===== config.mk =====
export PLATFORM = sky130hd
export DESIGN_NAME = multipler_result_streamer
export DESIGN_NICKNAME = d
export VERILOG_FILES = /design/src/rtl/multipler_pkg.sv /design/src/rtl/multipler_result_buf2.sv /design/src/rtl/multipler_result_streamer.sv
export SDC_FILE = /design/constraint.sdc
export NUM_CORES = 1
export LEC_CHECK = 0
export ABC_AREA = 1
export CAP_MARGIN = 20
export CORE_UTILIZATION = 50
export CTS_CLUSTER_SIZE = 12
export DETAILED_ROUTE_END_ITERATION = 12
export DONT_BUFFER_PORTS = 1
export SYNTH_ARGS = -nofsm -noshare
export SYNTH_HDL_FRONTEND = slang
export SYNTH_HIERARCHICAL = 1
export SYNTH_SLANG_ARGS = --single-unit

===== constraint.sdc =====
create_clock -name clk_i -period 2.7 [get_ports clk_i]
set_input_delay 0.54 -clock clk_i [delete_from_list [all_inputs] [get_ports clk_i]]
set_output_delay 0.54 -clock clk_i [all_outputs]
set_load 0.1 [all_outputs]

===== src/rtl/multipler_pkg.sv =====
// rtl/multipler_pkg.sv - shared types and sizes for the multiplier result streamer
package multipler_pkg;

    localparam int MUL_DATA_LENGTH  = 64;
    localparam int MUL_BLOCK_LENGTH = 16;
    localparam int NUM_OUT_WORDS    = 2 * MUL_DATA_LENGTH / MUL_BLOCK_LENGTH;

    typedef logic [$clog2(NUM_OUT_WORDS)-1:0] out_idx_t;

    typedef enum logic {
        IDLE   = 1'b0,
        STREAM = 1'b1
    } stream_state_t;

endpackage


===== src/rtl/multipler_result_buf2.sv =====
// rtl/multipler_result_buf2.sv - two-slot ping-pong product buffer with occupancy tracking
module multipler_result_buf2 #(
    parameter int WIDTH = 128
) (
    input  logic             clk_i,
    input  logic             rst_ni,
    input  logic             push_i,
    input  logic [WIDTH-1:0] push_data_i,
    input  logic             pop_i,
    output logic             push_ok_o,
    output logic             full_o,
    output logic             empty_o,
    output logic [WIDTH-1:0] rdata_o
);

    logic [WIDTH-1:0] slot_q [2];
    logic             wp_q;
    logic             rp_q;
    logic [1:0]       cnt_q;
    logic             pop_ok;

    // A pop in the same cycle frees a slot, so a push into a full buffer is still accepted.
    assign pop_ok    = pop_i & (cnt_q != 2'd0);
    assign push_ok_o = push_i & ((cnt_q != 2'd2) | pop_ok);
    assign full_o    = (cnt_q == 2'd2);
    assign empty_o   = (cnt_q == 2'd0);
    assign rdata_o   = slot_q[rp_q];

    always_ff @(posedge clk_i or negedge rst_ni) begin
        if (!rst_ni) begin
            slot_q[0] <= '0;
            slot_q[1] <= '0;
            wp_q      <= 1'b0;
            rp_q      <= 1'b0;
            cnt_q     <= 2'd0;
        end else begin
            if (push_ok_o) begin
                slot_q[wp_q] <= push_data_i;
                wp_q         <= ~wp_q;
            end
            if (pop_ok) begin
                rp_q <= ~rp_q;
            end
            cnt_q <= cnt_q + 2'(push_ok_o) - 2'(pop_ok);
        end
    end

endmodule


===== src/rtl/multipler_result_streamer.sv =====
// rtl/multipler_result_streamer.sv - buffers multiplier products and streams them LSB-first as words
module multipler_result_streamer
    import multipler_pkg::*;
#(
    parameter int DATA_LENGTH  = MUL_DATA_LENGTH,
    parameter int BLOCK_LENGTH = MUL_BLOCK_LENGTH,
    localparam int NUM_WORDS   = 2 * DATA_LENGTH / BLOCK_LENGTH,
    localparam int IDX_W       = $clog2(NUM_WORDS)
) (
    input  logic                     clk_i,
    input  logic                     rst_ni,
    input  logic                     mul_finish_i,
    input  logic [2*DATA_LENGTH-1:0] mul_result_i,
    output logic                     full_o,
    output logic                     overflow_o,
    input  logic                     clr_ovf_i,
    output logic                     out_valid_o,
    input  logic                     out_ready_i,
    output logic [BLOCK_LENGTH-1:0]  out_data_o,
    output logic [IDX_W-1:0]         out_idx_o,
    output logic                     out_last_o
);

    stream_state_t            state_q;
    logic [IDX_W-1:0]         idx_q;
    logic                     ovf_q;
    logic                     push_ok;
    logic                     buf_full;
    logic                     buf_empty;
    logic [2*DATA_LENGTH-1:0] rdata;
    logic                     transfer;
    logic                     last_word;
    logic                     pop;

    assign transfer  = (state_q == STREAM) & out_ready_i;
    assign last_word = (idx_q == IDX_W'(NUM_WORDS - 1));
    assign pop       = transfer & last_word;

    multipler_result_buf2 #(
        .WIDTH (2 * DATA_LENGTH)
    ) u_buf (
        .clk_i       (clk_i),
        .rst_ni      (rst_ni),
        .push_i      (mul_finish_i),
        .push_data_i (mul_result_i),
        .pop_i       (pop),
        .push_ok_o   (push_ok),
        .full_o      (buf_full),
        .empty_o     (buf_empty),
        .rdata_o     (rdata)
    );

    always_ff @(posedge clk_i or negedge rst_ni) begin
        if (!rst_ni) begin
            state_q <= IDLE;
            idx_q   <= '0;
            ovf_q   <= 1'b0;
        end else begin
            case (state_q)
                IDLE: begin
                    if (push_ok || !buf_empty) begin
                        state_q <= STREAM;
                    end
                end
                STREAM: begin
                    if (transfer) begin
                        if (last_word) begin
                            idx_q <= '0;
                            // Keep valid high when the other slot holds, or is receiving, a product.
                            if (!(buf_full || push_ok)) begin
                                state_q <= IDLE;
                            end
                        end else begin
                            idx_q <= idx_q + 1'b1;
                        end
                    end
                end
                default: state_q <= IDLE;
            endcase

            if (mul_finish_i && !push_ok) begin
                ovf_q <= 1'b1;
            end else if (clr_ovf_i) begin
                ovf_q <= 1'b0;
            end
        end
    end

    assign full_o      = buf_full;
    assign overflow_o  = ovf_q;
    assign out_valid_o = (state_q == STREAM);
    assign out_data_o  = out_valid_o ? rdata[BLOCK_LENGTH*idx_q +: BLOCK_LENGTH] : '0;
    assign out_idx_o   = idx_q;
    assign out_last_o  = out_valid_o & last_word;

endmodule

==> metrics.cfg, run 1 <==
[yosys]
avgSynthCellArea_um2=7.02
synth_top_area_share_pct=46.4
syn_nets=2171
synthTopCellsByCount=nand2_1, dfrtp_1, nand4_1, inv_1, buf_2
ys_seq_area_share_pct=46.4
yosysMostFrequentCell=nand2_1
synth_edf_count=0
ys_ff_latch=265
yosysTopAreaCell=dfrtp_1
synth_flop_cell=dfrtp_1
synth_cell_types=22
synthArstFlopShare_pct=100
yosysWarnings=6
syn_area_um2=14300
synthCells=2034
synthTopCellsByArea=dfrtp_1, nand2_1, nand4_1, buf_2, nand3_1

[timing]
finClkSkew_ns=0.0179
hold_ws_ns=-0.328
layout_setup_ws_ns=-0.325
hold_violations=265
fin_tns_setup_ns=-4.38
rsz0062_at_grt=yes
setup_viol=16
maxSlewHeadroom_pct=32.1
tightest_slew_ns=1.02
min_period_ns=3.03
clock.fmax_mhz=331
finalCritPeriodShare_pct=112
drv_slew=0

[global_routing]
antenna_found_initial=0
grt_pass1_wl_mm=73.8
grt_max_degree=266
overflow=0
grt_pass1_vias=12400
grt_usage_pct=32.8

[layout]
drive_gt1_share_pct=15.7
area_growth_pct=18.9
diodes=0
nets=2112
fin_cells=2377

[routing]
wl_per_cell_um=20.9
vias_per_cell=5.77
wl_mm=49.7
antenna_left=0
drc=0
routed-via-count=13700
drtIter0Drc=1465
dr.pass1.iters=8

[die]
initial_core_util_pct=51.1
fp.dieW_um=171
dieHeight_um=171
coreArea_um2=27900
row_count=61
die_area_um2=29200
pin_count=156

[placed_design]
hpwl_mm=26.7
dp_cells=2291
numPortBuffers=0
place_congestion=0.864

[power_and_ir_drop]
combPwrFrac_pct=58.9
power.internal_uw=13800
powerDensity_nw_per_um2=1630
irDropWorstVdd_uv=1190
p_sw_uw=13900
switching_share_pct=50.2
p_clk_share_pct=15.4
p_leak_uw=0.00915
p_seq_share_pct=25.7

[min_path]
min_path_type=in2async

[setup_path]
required_ns=2.16
critPathLaunchType=flip-flop
endpoint_kind=output port
path_class=reg2out
worst_path_max_delay_cell=dfrtp_4
cpPeakStageDelay_ns=0.55
path_cells=buf_12 > buf_12 > clkbuf_16 > nand2_1 > nand2_1 > inv_1 > nand2_1 > nand3_1 > nand2_1 > nor2_1 > nor2_4 > buf_12
crit_family=simple AND/OR/NAND/NOR gates
worstPathMaxFanout=6
cp_common_cell=nand2_1
cp_data_arrival_time_ns=2.49
path_buf_inv=5

[clock_network]
cts_buffer_depth=3
cts_tree=done
clk_pin_slew_ns=0.06
h-tree-depth=1
cts_num_sinks=265
cts_root_buf=clkbuf_16
clock_latency_ns=0.58
cts_buffers=31

[run]
drv_cap=0

[outcome]
status=finished with violations
violations=negative hold slack, negative setup slack

[state kept, by name, summed over array words and instances (netlist names)]
name	flops
overflow_o	1
out_valid_o	1
u_buf/rp_q	1
u_buf/wp_q	1
u_buf/cnt_q	2
out_idx_o	3
u_buf/slot_q	256
[final timing paths]
path	startpoint	cells past startpoint	slack (ns)	endpoint
max	u_buf/rp_q	12	-0.33	out_data_o[14]
min	rst_ni	0	-0.33	u_buf/slot_q[134]
max reg2reg	out_idx_o[1]	10	0.18	u_buf/slot_q[24]
min reg2reg	u_buf/slot_q[240]	2	0.47	u_buf/slot_q[240]
max in group asynchronous	rst_ni	0	2.35	u_buf/slot_q[205]
min in group clk_i	clr_ovf_i	1	0.08	overflow_o
[worst register-to-register path, cell delays in order (launching register included)]
cell     delay, ns
dfrtp_2       0.54
ha_1          0.22
ha_1          0.19
nand2_1       0.09
inv_1         0.07
inv_1         0.06
nand3_4       0.16
nand3_4       0.48
buf_4         0.42
nand2_1       0.10
nand2_1       0.07
[placed cells by master (no fill, tap or decap), drive strengths merged]
master	synthesis	routed
clkinv	4	11
nand4	256	256
xor2	2	2
o211ai	1	1
nand3	83	83
bufinv	0	3
dfrtp	265	265
o21ai	5	5
clkbuf	50	53
inv	139	141
xnor2	1	1
nand2	1068	1068
nor2	38	38
buf	118	67
clkinvlp	0	1
ha	4	4
[power by group through the flow]
stage	clock (µW)	combinational [µW]	sequential, µW
2_1_floorplan	0	9890	6840
3_3_place_gp	0	13900	7030
3_5_place_dp	0	14000	7060
4_1_cts	4320	15200	7030
5_1_grt	4470	17500	7310
6_report	4280	16300	7110
[cells by family (layout without fill, tap and decap cells)]
kind of cell / count (synthesis) / count (layout) / share of synthesized area (%)
xor+xnor: 3 / 3 / 0.184
compound gates: 6 / 6 / 0.228
simple gates: 1445 / 1445 / 43.4
flops: 265 / 265 / 46.4
fa+ha+maj: 4 / 4 / 0.351
buf+inv: 311 / 276 / 9.43
[stage by stage]
step	utilization [%]	worst slack [ns]	instance area (µm²)	total power [µW]	hold slack (ns)
6_report	60.7	-0.325	17000	27700	-0.328
3_3_place_gp	53.1	0.283	14800	21000	0.250
3_5_place_dp	53.1	0.288	14800	21100	0.253
4_1_cts	58.9	-0.273	16400	26500	-0.346
5_1_grt	60.7	-0.398	17000	29300	-0.336
2_1_floorplan	-	-0.239	14400	16700	0.244
[metal layers]
layer | share of wire [%] | track usage [%]
met5 | 0 | 0
met4 | 2.9 | 8.39
met3 | 9.3 | 6.36
met2 | 46 | 50.9
met1 | 42 | 47.0
[layout make-up]
class	instances	area [µm²]
clock buffers	45	888
clock inverters	12	141
fillers	2610	11000
inverters	143	556
multi-input cells	1458	6870
flip-flops and latches	265	6640
well taps	378	473
repair buffers	75	1390
repair inverters	1	11.3
[timing repair]
| action | in CTS | in global routing |
|---|---|---|
| gates resized for setup | 52 | 95 |
| cloned | 10 | 10 |
| buffers inserted | 8 | 3 |
| setup endpoints to repair | 16 | 16 |
| hold endpoints to repair | 265 | 265 |
| pin swaps | 23 | 50 |
Power figures use the tool's default switching activity.
==> run 2: changes to the inputs <==
--- a/config.mk
+++ b/config.mk
@@ -7,6 +7,7 @@
 export LEC_CHECK = 0
 export ABC_AREA = 1
 export CAP_MARGIN = 20
+export CORE_MARGIN = 2
 export CORE_UTILIZATION = 50
 export CTS_CLUSTER_SIZE = 12
 export DETAILED_ROUTE_END_ITERATION = 12
==> metrics.cfg, run 2 (synthesis results as in run 1) <==
[setup_path]
required_ns=2.16
endpoint_kind=output port
cp_data_arrival_time_ns=2.39
path_class=reg2out
worstPathMaxFanout=7
critPathLaunchType=flip-flop

[global_routing]
antenna_found_initial=0
overflow=0
grt_pass1_wl_mm=74.0
grt_pass1_vias=12600
grt_max_degree=266
grt_usage_pct=31.1

[routing]
dr.pass1.iters=6
wl_mm=47.1
antenna_left=0
wl_per_cell_um=19.9
drc=0
drtIter0Drc=1451
vias_per_cell=5.61
routed-via-count=13300

[timing]
finalCritPeriodShare_pct=108
layout_setup_ws_ns=-0.227
maxSlewHeadroom_pct=40.6
finClkSkew_ns=0.00865
rsz0062_at_grt=yes
setup_viol=16
drv_slew=0
hold_ws_ns=-0.333
min_period_ns=2.93
hold_violations=265
fin_tns_setup_ns=-2.99
tightest_slew_ns=0.892
clock.fmax_mhz=342

[clock_network]
clk_pin_slew_ns=0.06
cts_buffers=31
cts_root_buf=clkbuf_16
h-tree-depth=1
clock_latency_ns=0.56
cts_buffer_depth=3
cts_tree=done
cts_num_sinks=265

[power_and_ir_drop]
powerDensity_nw_per_um2=1610
p_leak_uw=0.00901
irDropWorstVdd_uv=1130

[placed_design]
hpwl_mm=27.7
dp_cells=2299
numPortBuffers=0
place_congestion=0.866

[layout]
nets=2106
mostFrequentLayoutCells=nand2_1, dfrtp_1, nand4_1, inv_1, nand3_1
regMostFlops=u_buf/slot_q
fill_cells=2650
fin_cells=2370
final_common_cell=nand2_1
area_growth_pct=16.4
fin_util_pct=59.5
diodes=0
largest_register_ffs=256
drive_gt1_share_pct=14.6

[die]
coreArea_um2=27900
dieHeight_um=173
initial_core_util_pct=51.1
fp.dieW_um=173
row_count=61
die_area_um2=29900
pin_count=156

[outcome]
violations=negative hold slack, negative setup slack
status=finished with violations

[run]
drv_cap=0

[min_path]
min_path_type=in2async

==> run 2: changes by cell type in the layout (fill, tap and decap cells not counted), sizes merged <==
cell	previous run	this run
clkinvlp	1	2
clkbuf	53	42
buf	67	68
inv	141	139
clkinv	11	15
==> run 2: cell type report <==
| cell class | instances | area [µm²] | area share, % |
|---|---|---|---|
| clock inverters | 16 | 168 | 1.01 |
| multi-input cells | 1458 | 6760 | 40.6 |
| clock buffers | 40 | 880 | 5.29 |
| well taps | 378 | 473 | 2.84 |
| inverters | 143 | 548 | 3.30 |
| flip-flops and latches | 265 | 6640 | 40.0 |
| repair buffers | 70 | 1160 | 6.96 |
==> run 2: path summary, 6_finish.rpt <==
check                      slack, ns  cells past startpoint               from                end
hold / removal                 -0.33                      0             rst_ni  u_buf/slot_q[136]
setup / recovery               -0.23                     13         u_buf/rp_q     out_data_o[11]
min in group clk_i              0.08                      1          clr_ovf_i         overflow_o
max in group asynchronous       2.60                      0             rst_ni         u_buf/rp_q
hold reg to reg                 0.47                      2  u_buf/slot_q[114]  u_buf/slot_q[114]
setup reg to reg                0.35                     10       out_idx_o[1]  u_buf/slot_q[227]
==> run 2: timing repair <==
action,4_1_cts,5_1_grt
buffers inserted,9,1
setup endpoints to repair,16,16
hold endpoints to repair,265,265
cloned,6,2
pin swaps,19,29
resized for setup,56,58
==> run 2: where the power goes <==
group          internal, µW  switching, µW
Clock                  2570           1720
Combinational          5010          10400
Sequential             5860           1220
==> run 2: worst max-delay path, cell delays in order, from the launching register on <==
cell and delay [ns]:
dfrtp_4 0.51, clkinv_4 0.08, buf_12 0.16, buf_12 0.14
buf_16 0.12, nand2_1 0.06, nand2_2 0.07, clkinv_2 0.05
nand2_2 0.05, nand3_2 0.07, nand2_2 0.09, nor2_2 0.05
nor2_4 0.15, buf_12 0.18
==> run 2: metrics by stage <==
step	worst slack, ns	power [µW]	instance area, µm²
floorplan	-0.239	16700	14400
global placement	0.253	21100	14900
detailed placement	0.233	21200	14900
CTS	-0.229	26400	16400
global route	-0.304	28500	16600
finish	-0.227	26700	16600
==> run 2: routing by layer <==
layer	global-route usage, %	up-vias	wire, µm
li1	-	6347	-
met1	43.8	6370	20600
met2	47.1	489	21100
met3	6.42	98	3590
met4	12.3	0	1800
met5	0	-	0
